`src/rtl/adc_word_align.sv`:
```
// adc_word_align: recovers 16-bit ADC samples from the 8-lane DDR capture word.
// A training search selects the half-cycle slip, then aligned samples stream out
// through a small first-word-fall-through FIFO with a valid/ready handshake.
//
// Ports:
//   clk, rst          : clock and synchronous active-high reset
//   raw_data[15:0]    : capture word, bit 2i = lane i rising, bit 2i+1 = lane i falling
//   train_en          : ADC is sending TRAIN_PATTERN; start/continue the alignment search
//   m_data, m_valid   : aligned sample stream out (valid = FIFO not empty)
//   m_ready           : downstream accept; pops the FIFO when m_valid is high
//   locked            : alignment found
//   slip              : current half-cycle slip selection
//   align_err         : sticky, MAX_SLIPS slip toggles happened without lock
//   overflow          : sticky, a sample was dropped because the FIFO was full
module adc_word_align #(
  parameter logic [15:0] TRAIN_PATTERN = 16'hA55A,
  parameter int          LOCK_COUNT    = 16,
  parameter int          MAX_SLIPS     = 8,
  parameter int          FIFO_DEPTH    = 4
) (
  input  logic        clk,
  input  logic        rst,
  input  logic [15:0] raw_data,
  input  logic        train_en,
  output logic [15:0] m_data,
  output logic        m_valid,
  input  logic        m_ready,
  output logic        locked,
  output logic        slip,
  output logic        align_err,
  output logic        overflow
);

  localparam int CW = $clog2(LOCK_COUNT + 1);
  localparam int SW = $clog2(MAX_SLIPS + 1);
  localparam int AW = $clog2(FIFO_DEPTH);
  localparam logic [CW-1:0] LOCK_LAST = CW'(LOCK_COUNT - 1);
  localparam logic [SW-1:0] SLIP_LAST = SW'(MAX_SLIPS - 1);
  localparam logic [AW:0]   FULL_CNT  = (AW + 1)'(FIFO_DEPTH);

  typedef enum logic [1:0] {
    S_IDLE   = 2'd0,
    S_SEARCH = 2'd1,
    S_LOCKED = 2'd2
  } state_t;

  state_t        state, state_nxt;
  logic [15:0]   prev_raw;
  logic [15:0]   sample, sample_nxt;
  logic          train_q;
  logic [CW-1:0] match_cnt, match_cnt_nxt;
  logic [SW-1:0] slip_cnt, slip_cnt_nxt;
  logic [1:0]    flush, flush_nxt;
  logic          slip_nxt;
  logic          align_err_nxt;
  logic          push;

  // Sample assembly. With slip=1 the falling bit of the previous word pairs
  // with the rising bit of the current word.
  always_comb begin
    sample_nxt = '0;
    for (int i = 0; i < 8; i++) begin
      if (slip) begin
        sample_nxt[i]     = prev_raw[2*i+1];
        sample_nxt[i+8]   = raw_data[2*i];
      end else begin
        sample_nxt[i]     = raw_data[2*i];
        sample_nxt[i+8]   = raw_data[2*i+1];
      end
    end
  end

  // State register and the registers that travel with it.
  always_ff @(posedge clk) begin
    if (rst) begin
      state     <= S_IDLE;
      prev_raw  <= '0;
      sample    <= '0;
      train_q   <= 1'b0;
      match_cnt <= '0;
      slip_cnt  <= '0;
      flush     <= '0;
      slip      <= 1'b0;
      align_err <= 1'b0;
    end else begin
      state     <= state_nxt;
      prev_raw  <= raw_data;
      sample    <= sample_nxt;
      train_q   <= train_en;
      match_cnt <= match_cnt_nxt;
      slip_cnt  <= slip_cnt_nxt;
      flush     <= flush_nxt;
      slip      <= slip_nxt;
      align_err <= align_err_nxt;
    end
  end

  // Next-state logic.
  always_comb begin
    state_nxt     = state;
    match_cnt_nxt = match_cnt;
    slip_cnt_nxt  = slip_cnt;
    flush_nxt     = flush;
    slip_nxt      = slip;
    align_err_nxt = align_err;
    case (state)
      S_IDLE: begin
        if (train_en) begin
          state_nxt     = S_SEARCH;
          match_cnt_nxt = '0;
          flush_nxt     = '0;
        end
      end
      S_SEARCH: begin
        if (!train_en) begin
          state_nxt = S_IDLE;
        end else if (flush != 2'd0) begin
          // Samples still in flight were assembled with the old slip.
          flush_nxt = flush - 2'd1;
        end else if (sample == TRAIN_PATTERN) begin
          if (match_cnt == LOCK_LAST) begin
            state_nxt     = S_LOCKED;
            match_cnt_nxt = '0;
            slip_cnt_nxt  = '0;
          end else begin
            match_cnt_nxt = match_cnt + CW'(1);
          end
        end else begin
          match_cnt_nxt = '0;
          slip_nxt      = ~slip;
          flush_nxt     = 2'd2;
          if (slip_cnt == SLIP_LAST) begin
            align_err_nxt = 1'b1;
            slip_cnt_nxt  = '0;
          end else begin
            slip_cnt_nxt  = slip_cnt + SW'(1);
          end
        end
      end
      S_LOCKED: begin
        // Only a fresh rising edge of train_en restarts the search; the
        // level left high from the lock itself does not.
        if (train_en && !train_q) begin
          state_nxt     = S_SEARCH;
          match_cnt_nxt = '0;
          flush_nxt     = '0;
        end
      end
      default: state_nxt = S_IDLE;
    endcase
  end

  // Output logic. train_q lines up with the registered sample, so a sample
  // is written exactly when its raw word arrived with train_en low.
  always_comb begin
    locked = (state == S_LOCKED);
    push   = (state == S_LOCKED) && !train_q;
  end

  // Output FIFO, first-word-fall-through.
  logic [15:0]   mem [FIFO_DEPTH];
  logic [AW-1:0] wr_ptr, rd_ptr;
  logic [AW:0]   count;
  logic          full, pop, wr;

  assign full    = (count == FULL_CNT);
  assign m_valid = (count != '0);
  assign pop     = m_valid && m_ready;
  assign wr      = push && (!full || pop);
  assign m_data  = mem[rd_ptr];

  always_ff @(posedge clk) begin
    if (wr) begin
      mem[wr_ptr] <= sample;
    end
  end

  always_ff @(posedge clk) begin
    if (rst) begin
      wr_ptr   <= '0;
      rd_ptr   <= '0;
      count    <= '0;
      overflow <= 1'b0;
    end else begin
      if (wr) begin
        wr_ptr <= wr_ptr + AW'(1);
      end
      if (pop) begin
        rd_ptr <= rd_ptr + AW'(1);
      end
      case ({wr, pop})
        2'b10:   count <= count + (AW + 1)'(1);
        2'b01:   count <= count - (AW + 1)'(1);
        default: count <= count;
      endcase
      if (push && full && !pop) begin
        overflow <= 1'b1;
      end
    end
  end

endmodule

```
`config.mk`:
```
export PLATFORM = sky130hd
export DESIGN_NAME = adc_word_align
export DESIGN_NICKNAME = d
export VERILOG_FILES = /design/src/rtl/adc_word_align.sv
export SDC_FILE = /design/constraint.sdc
export NUM_CORES = 1
export LEC_CHECK = 0
export BUFFER_PORTS_ARGS = -buffer_cell sky130_fd_sc_hd__buf_2
export CAP_MARGIN = 20
export CORE_MARGIN = 2
export CORE_UTILIZATION = 55
export CTS_CLUSTER_SIZE = 24
export DETAILED_ROUTE_END_ITERATION = 16
export PLACE_DENSITY_LB_ADDON = 0.3
export RECOVER_POWER = 50
export SLEW_MARGIN = 10
export SYNTH_ARGS = -nofsm -noshare
export SYNTH_HDL_FRONTEND = slang
export SYNTH_SLANG_ARGS = --single-unit
```
`constraint.sdc`:
```
create_clock -name clk -period 3.6 [get_ports clk]
set_input_delay 0.54 -clock clk [delete_from_list [all_inputs] [get_ports clk]]
set_output_delay 0.54 -clock clk [all_outputs]
set_load 0.02 [all_outputs]
```
== Word-level counts from Yosys, hierarchy flattened ==
Memory sizes are Yosys's and may differ from the RTL's. A register that Yosys moved wholly into a read port is not among the register bits.
Cells that the tools add are included.

* Memory bits (read-only): 0
* Latch bits: 0
* RAM bits: 64
* Input port bits: 20
* Register bits: 56
* Memories: 1

{| class="wikitable"
|+ Memories
! name !! words !! width !! rd ports !! clocked after Yosys merged registers in !! wr ports !! RTL line !! text
|-
| mem || 4 || 16 || 1 || 1 || 1 || 161 || <nowiki>logic [15:0] mem [FIFO_DEPTH];</nowiki>
|}

* Bitwise logic cells: 3
* Multiply operators: 0
* Eq/ne operators: 17
* $lt $le $gt $ge: 0
* Shift operators: 0
* Mux-type cells: 44
* Reductions and logical operators: 21
* Div/mod/pow operators: 0
* Add/subtract/negate cells: 7

{| class="wikitable"
|+ Operators by type and width
! operator !! number
|-
| 5-bit 2-to-1 mux || 6
|-
| 2-bit 2-to-1 mux || 13
|-
| 5-bit AND reduction || 4
|-
| 1-bit 2-to-1 mux || 18
|-
| 16-bit equality test, second input constant || 1
|-
| 5-bit one-hot mux with 3 select lines || 1
|-
| 4-bit 2-to-1 mux || 3
|-
| 3-bit != test, second input constant || 4
|-
| 2-bit one-hot mux with 3 select lines || 2
|-
| 4-bit AND reduction || 2
|-
| 1-bit logical AND || 6
|-
| 2-bit != test, second input constant || 3
|-
| 3-bit one-hot mux with 2 select lines || 1
|-
| 3-bit nonzero test || 2
|-
| 5-bit by 1-bit adder with 5-bit output, second input constant || 1
|-
| 5-bit by 4-bit equality test with 1-bit output, second input constant || 1
|-
| 2-bit by 1-bit adder with 2-bit output, second input constant || 2
|-
| 4-bit by 1-bit adder with 4-bit output, second input constant || 1
|-
| 2-bit by 1-bit equality test with 1-bit output, second input constant || 2
|-
| 2-bit equality test, second input constant || 2
|-
| 4-bit by 3-bit equality test with 1-bit output, second input constant || 1
|-
| 2-bit by 1-bit != test with 1-bit output, second input constant || 2
|-
| 2-bit nonzero test || 2
|-
| 3-bit by 1-bit adder with 3-bit output, second input constant || 1
|-
| other kinds (7) || 11
|}

== Depth between registers and ports, before layout ==
* Word-level depth: 6
* Depth in mapped cells: 8

== Worst setup path after synthesis ==
No wires, ideal clock.

* Path type: register -> register
* Start point: register state[0]
* End point: register count[2]
* Buffers on the path: 1
* Period minus slack after synthesis: 2.063 ns
* Cell stages (with the launch flop): 9
* Library setup time: 0.121 ns
* Arrival time: 1.941 ns
* Slack: 1.537 ns
* Cell sequence: dfxtp_1 buf_6 or3b_4 nand2_1 inv_1 fa_1 nor3_1 a21oi_2 mux2_4

* Word-level cells in the longest chain between the ends: 5
* Elaborated cells on any way between the ends: 7

{| class="wikitable"
|+ Ends and longest elaborated chain
! element !! RTL line !! text
|-
| from (decl) || 47 || <nowiki>state_t state, state_nxt;</nowiki>
|-
| from (signal assigned) || 86 || <nowiki>state <= state_nxt;</nowiki>
|-
| 2-bit equality test * || 157 || <nowiki>push = (state == S_LOCKED) && !train_q;</nowiki>
|-
| 1-bit logical AND * || 157 ||
|-
| 1-bit logical AND * || 169 || <nowiki>assign wr = push && (!full || pop);</nowiki>
|-
| 2-bit by 1-bit equality test with 1-bit output or 2-bit equality test (tied branches) || 191 || <nowiki>case ({wr, pop})</nowiki>
|-
| 3-bit one-hot mux with 2 select lines or 2-bit nonzero test (tied branches) || n/a ||
|-
| to (signal assigned) || 192 || <nowiki>2'b10: count <= count + (AW + 1)'(1);</nowiki>
|-
| to (signal assigned) || 193 || <nowiki>2'b01: count <= count - (AW + 1)'(1);</nowiki>
|-
| to (signal assigned) || 194 || <nowiki>default: count <= count;</nowiki>
|-
| to (decl) || 163 || <nowiki>logic [AW:0] count;</nowiki>
|}

Every way passes the cells marked *; elsewhere a longest branch is shown, timed or not.
A chain may end at the register's enable or synchronous reset.

==> results_dict.tcl <==
set metrics [dict create \
    ys_warn_count 0 \
    avgRoutedWirePerCell_um 16.2 \
    core_area_um2 8090 \
    path_clk_slew_ps 60 \
    slowest_stage "dfxtp_1" \
    fmax_ghz 0.404 \
    tritoncts "done" \
    dr_total_vias 2689 \
    ctsHoldBuffers 0 \
    netlist_top_cells_count "edfxtp_1 (64), dfxtp_1 (50), nor2_1 (28)" \
    synth_top_area_share_pct 42.3 \
    grt_pass1_wl_um 12800 \
    syn_area_um2 4540 \
    cts-root-buf "clkbuf_8" \
    num_io_pins 41 \
    num_rows 33 \
    worstPathCellList "mux4_2 > buf_2" \
    grt_max_degree 55 \
    grt_usage_pct 19.4 \
    critPathArrivalTime_ps 1930 \
    insertion_delay_ps 510 \
    synth_compound_area_share_pct 4.98 \
    overflow 0 \
    synth_fa_ha_area_share_pct 2.64 \
    synthFlopType "edfxtp_1" \
    power.leakage_uw 0.00187 \
    syn-num-nets 352 \
    tightest_slew_ps 2130 \
    hpwlAfterDp_um 5170 \
    setup_violations 0 \
    rsz0062_at_grt "false" \
    synthMostInstantiatedCell "edfxtp_1" \
    reg2reg_setup_slack_ps 1400 \
    place_congestion 0.792 \
    maxCapViolations 1 \
    r2r_end "mem[0][15]$_DFFE_PP_" \
    clkSinkCount 114 \
    htreeDepth 4 \
    irDropWorstVdd_v 0.000359 \
    dr.pass1.iters 4 \
    area_delta_synth_final_pct 17.7 \
    nNetsFinal 395 \
    synth_area_leader_cell "edfxtp_1" \
    post-cts-setup-buffers 0 \
    antenna_left 0 \
    synthXorXnorAreaFrac_pct 0.578 \
    cp_data_required_time_ps 3060 \
    syn_area_per_cell_um2 14.1 \
    finalClockSkew_ps 6.43 \
    drc 0 \
    hold_viol 0 \
    die_area_um2 9010 \
    synth_top_family_by_area "simple AND/OR/NAND/NOR gates" \
    die_h_um 94.9 \
    first_iter_violations 93 \
    drive_gt1_share_pct 24.3 \
    antenna_found_initial 0 \
    period_minus_slack_ps 2470 \
    critPathMaxStageDelay_ps 840 \
    cp-start-kind "flip-flop" \
    r2r_cells 3 \
    setup_tns_ps 0 \
    cp-end-kind "output port" \
    yosysUniqueCellTypes 48 \
    maxSlewHeadroom_pct -41.9 \
    numCtsBuffers 17 \
    portBuffers 40 \
    ys_ff_latch 114 \
    synth_edf_count 64 \
    final_core_util_pct 66.1 \
    regToRegStartpoint "state[1]$_SDFFE_PP0P_" \
    synth_cells 323 \
    cp_max_fo 16 \
    cts_resized 0 \
    vias_per_cell 5.56 \
    diodes 0 \
    path_delay_family "flip-flops" \
    critPathKind "reg -> out" \
    yosys-top-cells-area "edfxtp_1 (42%), dfxtp_1 (22%), mux4_2 (7.9%), mux2i_1 (4.0%), nor2_1 (2.3%)" \
    violations "capacitance limit, slew limit" \
    hold_ws_ps 260 \
    wl_um 7840 \
    post-route-period-util_pct 68.7 \
    ys_async_sr_fraction_pct 0 \
    die_x_um 94.9 \
    outcome "complete, but fails checks" \
    hold_path.class "in -> reg" \
    drv_slew 55 \
    synthMuxAreaShare_pct 12.2 \
    path_depth 2 \
    path_buf_inv 1 \
    grt_pass1_vias 2604 \
    start_util_pct 56.2 \
    synth_seq_area_share_pct 64.3 \
    power_density_nw_per_um2 602 \
    yosys.area_share.simple_pct 12.7 \
    crit_path_end "m_data[3]" \
    clockBufferDepth 2 \
]
==> cell type report <==
class / count / area, um2
Tap cell: 105 / 131
Sequential cell: 114 / 2920
Clock inverter: 14 / 133
Inverter: 10 / 37.5
Timing Repair Buffer: 41 / 204
Multi-Input combinational cell: 182 / 1500
Fill cell: 610 / 2740
Clock buffer: 18 / 418
==> per-stage QoR <==
step / cells / total power, uW / worst slack [ps] / area (um2)
final: 484 / 3220 / 1130 / 5350
after detailed placement: 452 / 1750 / 1410 / 4800
after global routing: 484 / 3340 / 924 / 5350
after CTS: 484 / 3250 / 1090 / 5350
after floorplan: 323 / 1670 / 1540 / 4540
after global placement: 452 / 1740 / 1470 / 4800
==> power by group <==
group	total, uW	internal (uW)	switching, uW
Combinational	266	127	139
Clock	1500	920	583
Sequential	1450	1410	41.3
Total	3220	2460	764
==> how the worst min path moves through the flow <==
stage,from,endpoint,cells past startpoint
final,raw_data[11],prev_raw[11]$_SDFF_PP0_,2
after global routing,raw_data[11],prev_raw[11]$_SDFF_PP0_,2
after CTS,raw_data[11],prev_raw[11]$_SDFF_PP0_,2
after detailed placement,align_err$_SDFFE_PP0P_,align_err$_SDFFE_PP0P_,2
after global placement,align_err$_SDFFE_PP0P_,align_err$_SDFFE_PP0P_,2
after floorplan,match_cnt[4]$_SDFFE_PP0P_,match_cnt[4]$_SDFFE_PP0P_,2
==> logic make-up after synthesis <==
| family | count (synthesis) |
|---|---|
| AO/OA/AOI/OAI | 36 |
| multiplexers | 35 |
| buffers and inverters | 27 |
| XOR/XNOR | 3 |
| flip-flops | 114 |
| adder cells (fa/ha/maj) | 9 |
| AND/OR/NAND/NOR | 99 |
==> registers in the layout (all words and copies together) (netlist names), 2 cells and up, named ones only <==
name	count
prev_raw	8
match_cnt	5
slip_cnt	4
sample	16
count	3
flush	2
wr_ptr	2
mem	64
rd_ptr	2
state	2
==> layer usage <==
layer	global-route usage (%)	part of all wire (%)	vias to the layer above
met3	6.94	4.9	8
met4	6.88	1.2	0
met2	31.3	51	61
met5	0	0	-
li1	-	-	1295
met1	24.3	43	1325
==> cell usage in the layout, fill, tap and decap left out, types with 5 or more instances in the layout <==
cell type  count
or3_1          5
dfxtp_1       50
inv_1         10
nand2_1        9
mux2i_1       18
nor2b_1       11
clkbuf_16     16
ha_1           8
nor2_1        28
mux4_2        16
clkinv_4       5
nand3_1       11
edfxtp_1      64
buf_2         37
o21ai_0        9
nand2b_1       7
a21oi_1       11
Power figures use the tool's default switching activity.
